===== src/rtl/im_load_fetch_ctrl.sv =====
// im_load_fetch_ctrl: owns the single IM port. It fills IM from a loader
// stream after reset and then serves CPU fetches with 1-cycle latency.
// Misaligned or out-of-range fetches latch a sticky fault.
module im_load_fetch_ctrl #(
  parameter int          ADDR_W   = 10,
  parameter logic [31:0] NOP_WORD = 32'h0000_0000
) (
  input  logic              clk,
  input  logic              rst,
  input  logic              load_valid,
  input  logic [31:0]       load_data,
  input  logic              load_last,
  output logic              load_ready,
  input  logic              reload,
  input  logic              fetch_en,
  input  logic [31:0]       fetch_pc,
  output logic [31:0]       instr,
  output logic              instr_valid,
  output logic              cpu_run,
  output logic              fault,
  output logic [ADDR_W:0]   load_count,
  output logic [ADDR_W-1:0] im_addr,
  output logic              im_we,
  output logic [31:0]       im_wdata,
  input  logic [31:0]       im_rdata
);

  localparam logic [ADDR_W:0] LAST_IDX = {1'b0, {ADDR_W{1'b1}}};

  typedef enum logic [1:0] {IDLE, LOAD, RUN, FAULT} state_t;

  state_t            state, state_nxt;
  logic [ADDR_W:0]   load_count_nxt;
  logic [ADDR_W-1:0] addr_hold, addr_nxt;
  logic [31:0]       instr_hold;
  logic              rd_pend_p1;
  logic              vld_nxt, rd_nxt, nop_nxt, fault_nxt;

  // A fetch faults on a non-word-aligned byte address or one beyond IM.
  function automatic logic pc_fault(input logic [31:0] pc);
    return (pc[1:0] != 2'b00) || (pc[31:ADDR_W+2] != '0);
  endfunction

  // Next-state decode, IM port steering and handshake outputs.
  always_comb begin
    state_nxt      = state;
    load_count_nxt = load_count;
    addr_nxt       = addr_hold;
    load_ready     = 1'b0;
    cpu_run        = 1'b0;
    im_we          = 1'b0;
    vld_nxt        = 1'b0;
    rd_nxt         = 1'b0;
    nop_nxt        = 1'b0;
    fault_nxt      = fault;
    case (state)
      IDLE: state_nxt = LOAD;
      LOAD: begin
        load_ready = 1'b1;
        if (load_valid) begin
          im_we          = 1'b1;
          addr_nxt       = load_count[ADDR_W-1:0];
          load_count_nxt = load_count + 1'b1;
          // Stop at the last word or when the array is full; never wrap.
          if (load_last || (load_count == LAST_IDX)) state_nxt = RUN;
        end
      end
      RUN: begin
        cpu_run = 1'b1;
        // reload takes priority: the fetch is dropped without a fault check.
        if (reload) begin
          state_nxt      = LOAD;
          load_count_nxt = '0;
        end else if (fetch_en) begin
          vld_nxt = 1'b1;
          if (pc_fault(fetch_pc)) begin
            nop_nxt   = 1'b1;
            fault_nxt = 1'b1;
            state_nxt = FAULT;
          end else begin
            rd_nxt   = 1'b1;
            addr_nxt = fetch_pc[ADDR_W+1:2];
          end
        end
      end
      FAULT: ;
      default: state_nxt = IDLE;
    endcase
  end

  assign im_addr  = addr_nxt;
  assign im_wdata = load_data;
  // IM read data arrives the cycle after the address; otherwise hold the last response.
  assign instr    = rd_pend_p1 ? im_rdata : instr_hold;

  // Control and response registers.
  always_ff @(posedge clk) begin
    if (rst) begin
      state       <= IDLE;
      load_count  <= '0;
      instr_valid <= 1'b0;
      fault       <= 1'b0;
      rd_pend_p1  <= 1'b0;
      instr_hold  <= '0;
    end else begin
      state       <= state_nxt;
      load_count  <= load_count_nxt;
      instr_valid <= vld_nxt;
      fault       <= fault_nxt;
      rd_pend_p1  <= rd_nxt;
      instr_hold  <= nop_nxt ? NOP_WORD : instr;
    end
  end

  // IM address holds its last driven value when the port is idle.
  always_ff @(posedge clk) begin
    addr_hold <= addr_nxt;
  end

endmodule

===== config.mk =====
export PLATFORM = sky130hd
export DESIGN_NAME = im_load_fetch_ctrl
export DESIGN_NICKNAME = d
export VERILOG_FILES = /design/src/rtl/im_load_fetch_ctrl.sv
export SDC_FILE = /design/constraint.sdc
export NUM_CORES = 1
export LEC_CHECK = 0
export ABC_AREA = 1
export CELL_PAD_IN_SITES_DETAIL_PLACEMENT = 0
export CELL_PAD_IN_SITES_GLOBAL_PLACEMENT = 2
export CORE_MARGIN = 2
export CORE_UTILIZATION = 19
export DETAILED_ROUTE_END_ITERATION = 6
export PLACE_DENSITY_LB_ADDON = 0.1
export SYNTH_ARGS = -nofsm -noshare
export SYNTH_HDL_FRONTEND = slang
export SYNTH_SLANG_ARGS = --single-unit

===== constraint.sdc =====
create_clock -name clk -period 4.5 [get_ports clk]
set_clock_uncertainty 0.2 [all_clocks]
set_input_delay 0.9 -clock clk [delete_from_list [all_inputs] [get_ports clk]]
set_output_delay 0.9 -clock clk [all_outputs]
set_load 0.01 [all_outputs]

Word-level counts from Yosys, hierarchy flattened
Cells that the tools add are included.
Widths: inputs -> output; s select.
{"block": "totals", "ff_bits": 58, "output_inout_bits": 90}
{"block": "classes", "add_sub_neg": 1, "muxes": 25, "n_reduce_logical": 13, "eq_ne": 8, "n_bitwise": 3}
{"cell": "$mux 10", "count": 4}
{"cell": "$mux 32", "count": 1}
{"cell": "$mux 11", "count": 2}
{"cell": "$pmux 11 s2", "count": 1}
{"cell": "$pmux 10 s2", "count": 1}
{"cell": "$reduce_bool 20->1", "count": 1}
{"cell": "$add 11x1->11 const B", "count": 1}
{"cell": "$eq 11x10->1 const B", "count": 1}
{"cell": "$mux 1", "count": 10}
{"cell": "$mux 2", "count": 5}
{"cell": "$ne 2x2->1 const B", "count": 3}
{"cell": "$ne 3x3->1 const B", "count": 2}
{"cell": "$pmux 2 s3", "count": 1}
{"cell": "$reduce_and 5->1", "count": 1}
{"cell": "$reduce_and 4->1", "count": 1}
{"cell": "$reduce_bool 2->1", "count": 2}
{"cell": "$reduce_or 4->1", "count": 1}
{"cell": "$not 1->1", "count": 3}
{"cell": "$reduce_and 3->1", "count": 1}
{"cell": "$reduce_bool 3->1", "count": 1}
{"cell": "$reduce_or 3->1", "count": 1}
{"cell": "$eq 2x1->1 const B", "count": 1}
{"cell": "$eq 2x2->1 const B", "count": 1}
{"cell": "$logic_not 2->1", "count": 1}
{"cell": "other kinds (2)", "count": 3}

Depth between registers and ports, before layout
Gate-level depths: netlist of run 1.
{"block": "depth", "word_depth": 7, "ltp_mapped": 11, "mapped_depth_nobuf": 11}

Least setup slack after synthesis of run 1
No wires, ideal clock.
{"block": "synth_timing", "kind": "in2out", "start": "in fetch_pc[1]", "end": "out im_addr[0]", "stages": 6, "arrival_time_ps": 1894, "path_slack_ps": 1506, "t_required_ps": 3400, "path_buffers": 0, "path_cell_list": "or2_1 nor2_2 nand4_2 nand2_1 nand3_1 a21oi_1"}
{"block": "synth_via", "elab_chain_len": 6}
{"item": "start: declaration", "line_no": "16", "text": "input logic [31:0] fetch_pc,"}
{"item": "$reduce_bool 2->1", "line_no": "41", "text": "return (pc[1:0] != 2'b00) || (pc[31:ADDR_W+2] != '0);"}
{"item": "$logic_or 1x1->1", "line_no": "41"}
{"item": "$mux 10", "line_no": "76", "text": "if (pc_fault(fetch_pc)) begin"}
{"item": "$mux 10", "line_no": "74", "text": "end else if (fetch_en) begin"}
{"item": "$mux 10", "line_no": "71", "text": "if (reload) begin"}
{"item": "$pmux 10 s2", "line_no": "56", "text": "case (state)"}
{"item": "end: declaration", "line_no": "22", "text": "output logic [ADDR_W-1:0] im_addr,"}
No other way between the ends.

Worst setup path in the final report of run 1
{"block": "layout_timing", "start": "in fetch_en", "end": "out im_addr[9]"}
{"block": "layout_via", "elab_chain_len": 3}
{"item": "start: declaration", "line_no": "15", "text": "input logic fetch_en,"}
{"item": "$mux 10", "line_no": "74"}
{"item": "$mux 10", "line_no": "71"}
{"item": "$pmux 10 s2", "line_no": "56"}
No other way between the ends.

==> metrics.txt, run 1 <==
initial DRC count 45; Tcrit/Tclk final 0.924; Max Cap Violations 0; Sw Share 0.334; slew at the pin closest to its max-slew limit 991 ps; mux cell area share after synthesis 0; worst vdd ir 0.379 mV; Period minus WS final 4160 ps; DRC 0; diode count 0; simple-gate portion of the synthesized area 0.273; # port buffers 127; vias post-DR 3,103; ANT nets after route 0; pwr dens 497 nW/um^2; clock sinks 58; Critical Path RT 3400 ps; clock share of power 0.344; vias in the first global route 3,145; drt total wl 10.2 mm; final hold viol count 0; die area 18,000 um^2; crit start category input pin; Synth Area in Compound Gates 0.111; Finished Cell Area 4780 um^2; mean area per synthesized cell 6.46 um^2; final setup vio count 0; CTS buffer count 9; HP Class reg2reg; Worst-path clk slew 50 ps; mapped cell area 3210 um^2; Arr. time, crit path 3060 ps; Post-Synth XOR/XNOR Area 0.00273; status complete, no violations; Area growth syn-to-layout 49.0%; FP Rows 47; Max Slew Vio Count 0; DP Area 4430 um^2; Hold Buf Count CTS 0; ratio of cells with drive above 1 in the final layout 0.0508; total grt overflow 0; DP HPWL 7.71 mm; Setup TNS Final 0 ps; Flop pwr share 0.260; crit path capture type primary output; GP Congestion 0.725; Die X 134 um; Inst Count DP 795; Fmax achieved 240 MHz; syn_nets 604; GRT Util Overall 0.115; Mapped Cells 497; relative slew slack 0.339; Setup Buffers After CTS 0; sequential-to-total area share from yosys stat 0.362; clock latency on the worst-skew pair 330 ps; main combinational cell family by area after synthesis simple AND/OR/NAND/NOR gates; Final Net Count 693; post-route insts no fill 811; largest fanout on the critical path 10; initial antenna violation count 0; RSZ-0062 raised after global routing no; cell-internal power 1.58 mW; Netlist cell types 30; Die Ht 134 um; Crit Path Class in2out; DR WL/cell 12.5 um; yosys warns 0; leakage 2.18 nW; pin count of the biggest net entering global routing 65; DRT Pass-1 Iters 4; CTS Buffer Depth 2; P_sw 0.793 mW; Avg Vias per Cell 3.83; Initial Util 0.194; CTS H-Tree Depth 3; Adder-Cell Fraction of Synth Area 0.0195; # IOs 192; Post-CTS Resized 0; synthesized flop and latch total 58; root buf cell clkbuf_16; total core area 16,500 um^2; logic gate share of total power 0.396; CTS tree yes; first-pass GRT wire length 16.0 mm
-- routing by layer --
metal	wire, um	GRT usage	up-vias	part of all wire
li1	-	-	1660	-
met1	4370	0.126	1337	0.43
met2	4960	0.203	91	0.49
met3	677	0.0454	15	0.067
met4	171	0.0378	0	0.017
met5	0	0	-	0
-- Yosys cell counts --
| cell type | instances | area [um^2] |
|---|---|---|
| a21oi_1 | 20 | 100 |
| nor4_1 | 2 | 12.5 |
| buf_4 | 33 | 248 |
| nor3_1 | 7 | 35.0 |
| nand2_1 | 76 | 285 |
| ha_1 | 5 | 62.6 |
| nor2_1 | 81 | 304 |
| or2_1 | 1 | 6.26 |
| nand4_1 | 4 | 25.0 |
| nand3b_1 | 1 | 7.51 |
| o21ai_0 | 35 | 175 |
| o21ai_2 | 2 | 17.5 |
| buf_1 | 1 | 3.75 |
| nand3_2 | 1 | 10.0 |
| nor2_2 | 3 | 18.8 |
| clkbuf_1 | 12 | 45.0 |
| o22ai_1 | 9 | 56.3 |
| inv_2 | 2 | 7.51 |
| nand4_2 | 1 | 12.5 |
| xor2_1 | 1 | 8.76 |
| a211oi_1 | 1 | 7.51 |
| nand2_2 | 1 | 6.26 |
| buf_2 | 1 | 5.00 |
| nor3_2 | 1 | 10.0 |
| inv_1 | 107 | 402 |
| buf_6 | 3 | 33.8 |
| dfxtp_1 | 58 | 1160 |
| nand3_1 | 26 | 130 |
| nor3b_1 | 1 | 7.51 |
| or2_2 | 1 | 6.26 |
-- metrics by stage --
stage,hold slack [ps],setup WS [ps],power [mW],util
floorplan,274,1510,1.17,-
global placement,247,319,1.60,0.268
detailed placement,253,310,1.59,0.268
CTS,264,303,2.43,0.289
global route,284,150,2.56,0.289
finish,257,342,2.38,0.289
-- cells by family after synthesis --
logic type,after synthesis
xor gates and xnor gates,1
adders and majority gates,5
DFF,58
and+or+nand+nor,207
buffers and inverters,159
AOI/OAI and AO/OA,67
-- path summary, 6_finish.rpt --
path | slack, ps | from | end | cells past startpoint
hold reg to reg | 260 | fault | fault | 2
setup reg to reg | 1790 | state[0] | load_count[5] | 11
setup / recovery | 340 | fetch_en | im_addr[9] | 8
hold / removal | 260 | fault | fault | 2
-- worst max-delay path: stages --
cell             delay (ps)
clkdlybuf4s50_1         520
inv_1                    80
nor2_1                  180
nand4_2                 330
nand2_1                 160
nand3_1                  90
a21oi_1                 220
clkdlybuf4s50_1         580
-- area by class of cell --
cell class	count	area [um^2]
clock buffers	11	253
clock inverters	5	100
fillers	1809	11700
inverters	109	409
multi-input cells	280	1310
flip-flops and latches	58	1160
well taps	220	275
repair buffers	128	1280
-- layout by cell type (no fill, tap or decap), types with 9 or more instances in the layout --
cell,instances
a21oi_1,20
clkbuf_16,9
clkdlybuf4s50_1,127
dfxtp_1,57
inv_1,107
nand2_1,76
nand3_1,26
nor2_1,81
o21ai_0,35
o22ai_1,9
-- flip-flops by register name, summed over array words and instances, names as in the netlist --
signal and cells:
addr_hold 10, fault 1, instr_hold 32, instr_valid 1, load_count 11, rd_pend_p1 1, state 2
-- power by group through the flow --
stage	registers, mW	clock network [mW]	logic [mW]
6_report	0.618	0.817	0.940
5_1_grt	0.626	0.874	1.06
4_1_cts	0.617	0.850	0.966
3_5_place_dp	0.628	0	0.958
3_3_place_gp	0.628	0	0.970
2_1_floorplan	0.622	0	0.552
(Power assumes the default switching activity.)
==> run 2, diff against run 1 <==
--- a/config.mk
+++ b/config.mk
@@ -12,6 +12,7 @@
 export CORE_UTILIZATION = 19
 export DETAILED_ROUTE_END_ITERATION = 6
 export PLACE_DENSITY_LB_ADDON = 0.1
+export REMOVE_ABC_BUFFERS = 1
 export SYNTH_ARGS = -nofsm -noshare
 export SYNTH_HDL_FRONTEND = slang
 export SYNTH_SLANG_ARGS = --single-unit
==> run 2 against run 1 <==
Utilization down 0.23 points. Register-to-register slack about the same. Cell area down 0.78%. Flip-flop and latch count unchanged. Sequential share of layout area up 0.19 points. Critical path depth unchanged. Die area unchanged. First-iteration DRC count rose to 3.0 times the previous value. Power down 2.9%. Critical endpoint is now im_addr[4]. Largest power group unchanged.
==> metrics.txt, run 2 (synthesis gave the netlist of run 1 again) <==
CTS H-Tree Depth 3 (unchanged); first-pass GRT wire length 17.1 mm (+6.9%); GRT Util Overall 0.128 (+0.0125); initial DRC count 137 (+200%); Overall Power 2.31 mW (-2.9%); largest fanout on the critical path 10 (unchanged); relative slew slack 0.311 (-0.0284); post-route insts no fill 810 (-0.12%); Setup Buffers After CTS 0 (unchanged); initial antenna violation count 0 (unchanged); crit path capture type primary output; hold path depth 2 (unchanged); FP Rows 47 (unchanged); most frequent cells in the layout clkdlybuf4s50_1 (127), inv_1 (107), nor2_1 (81); Setup TNS Final 0 ps (unchanged); CTS buffer count 9 (unchanged); Period minus WS final 4190 ps (+27.3 ps); worst vdd ir 0.336 mV (-11%); slew at the pin closest to its max-slew limit 1030 ps (+42.6 ps); ANT nets after route 0 (unchanged); CTS Buffer Depth 2 (unchanged); max FFs per register 32 (unchanged); crit start category input pin; Fmax achieved 239 MHz (-0.65%); Arr. time, crit path 3090 ps (+30 ps); clock latency on the worst-skew pair 330 ps (about the same); DRC 0 (unchanged); DRT Pass-1 Iters 4 (unchanged); drt total wl 11.3 mm (+11%); fin util 0.287 (-0.00227); diode count 0 (unchanged); Post-CTS Resized 0 (unchanged); Max Slew Vio Count 0 (unchanged); Hold Buf Count CTS 0 (unchanged); most used cell, CP clkdlybuf4s50_1; crit-path cells clkdlybuf4s50_1 > inv_1 > nor2_1 > nand4_2 > nand2_1 > nand3_1 > a21oi_1 > clkdlybuf4s50_1; Area growth syn-to-layout 47.8%; Initial Util 0.194 (unchanged); Crit Path Class in2out; vias post-DR 3,149 (+1.5%); # port buffers 127 (unchanged); root buf cell clkbuf_16; Die X 134 um (unchanged); final setup vio count 0 (unchanged); GP Congestion 0.693 (-4.4%); Largest regs instr_hold: 32 flops, load_count: 11 flops, addr_hold: 10 flops; Die Ht 134 um (unchanged); clock sinks 58 (unchanged); leakage 2.17 nW (-0.85%); vias in the first global route 3,078 (-2.1%); final hold viol count 0 (unchanged); worst hold endpoint fault; Final Net Count 694 (+0.14%); Inst Count DP 796 (+0.13%); Critical Path RT 3400 ps (about the same); reg2reg start state[0]; ratio of cells with drive above 1 in the final layout 0.0475 (-0.00330); CTS tree yes; Tcrit/Tclk final 0.930 (+0.00607); pin count of the biggest net entering global routing 65 (unchanged); Avg Vias per Cell 3.89 (+1.6%); DR WL/cell 14.0 um (+11%); Max Cap Violations 0 (unchanged); die area 18,000 um^2 (unchanged); # IOs 192 (unchanged); hold wc startpoint fault; pwr dens 486 nW/um^2 (-2.1%); RSZ-0062 raised after global routing no; commonest non-fill, non-tap cell in the layout clkdlybuf4s50_1; DP HPWL 8.46 mm (+9.7%); worst stage delay on the critical path 580 ps (about the same); R2R setup slack 1800 ps (about the same); Worst-path clk slew 60 ps (about the same); Worst R2R Path Depth 11 (unchanged); Reg with most FFs instr_hold; HP Class reg2reg; reg2reg end load_count[5]; Worst path slowest cell clkdlybuf4s50_1; total grt overflow 0 (unchanged); status complete, no violations; total core area 16,500 um^2 (unchanged)
## run 2: cell count changes in the layout (fill, tap and decap cells not counted)
cell / change
clkbuf_1: +1
buf_4: +1
clkinv_2: -1
bufinv_16: -1
clkbuf_8: -1
## run 2: power breakdown
part	internal, mW	total (mW)	switching (mW)
clock	0.492	0.733	0.241
combinational	0.432	0.954	0.522
sequential	0.584	0.619	0.0355
total	1.51	2.31	0.799
## run 2: through the flow
stage	cell area [um^2]	setup slack [ps]	hold WS, ps
2_1_floorplan	2880	1360	268
3_3_place_gp	4440	247	242
3_5_place_dp	4440	247	242
4_1_cts	4750	239	251
5_1_grt	4750	59.3	288
6_report	4750	315	248
## run 2: how the worst max path moves through the flow
stage,start,end,slack [ps],cells after the start
after detailed placement,fetch_en,im_addr[7],250,8
after CTS,fetch_en,im_addr[3],240,8
after floorplan,fetch_en,im_addr[0],1360,6
after global routing,fetch_pc[31],im_addr[3],60,9
final,fetch_en,im_addr[4],310,8
after global placement,fetch_en,im_addr[4],250,8
## run 2: layout make-up
cell class | count | area [um^2]
Multi-Input combinational cell | 280 | 1310
Inverter | 109 | 409
Sequential cell | 58 | 1160
Clock buffer | 11 | 243
Timing Repair Buffer | 129 | 1290
Fill cell | 1827 | 11800
Clock inverter | 3 | 65.1
Tap cell | 220 | 275
## run 2: critical path, delay by kind of cell
family | cells | cell delay (ps)
AO/OA/AOI/OAI | 1 | 220
buffers and inverters | 3 | 1190
AND/OR/NAND/NOR | 4 | 770
## run 2: per-layer routing
layer	global-route usage	up-vias	share of wire
met4	0.0496	0	0.014
li1	-	1656	-
met1	0.158	1364	0.46
met2	0.190	121	0.43
met5	0	-	0
met3	0.0616	8	0.096
==> run 3, diff against run 2 <==
--- a/config.mk
+++ b/config.mk
@@ -6,6 +6,7 @@
 export NUM_CORES = 1
 export LEC_CHECK = 0
 export ABC_AREA = 1
+export CAP_MARGIN = 20
 export CELL_PAD_IN_SITES_DETAIL_PLACEMENT = 0
 export CELL_PAD_IN_SITES_GLOBAL_PLACEMENT = 2
 export CORE_MARGIN = 2
==> results of run 3 <==
The final DEF is identical to that of run 2; final timing and power are the same.
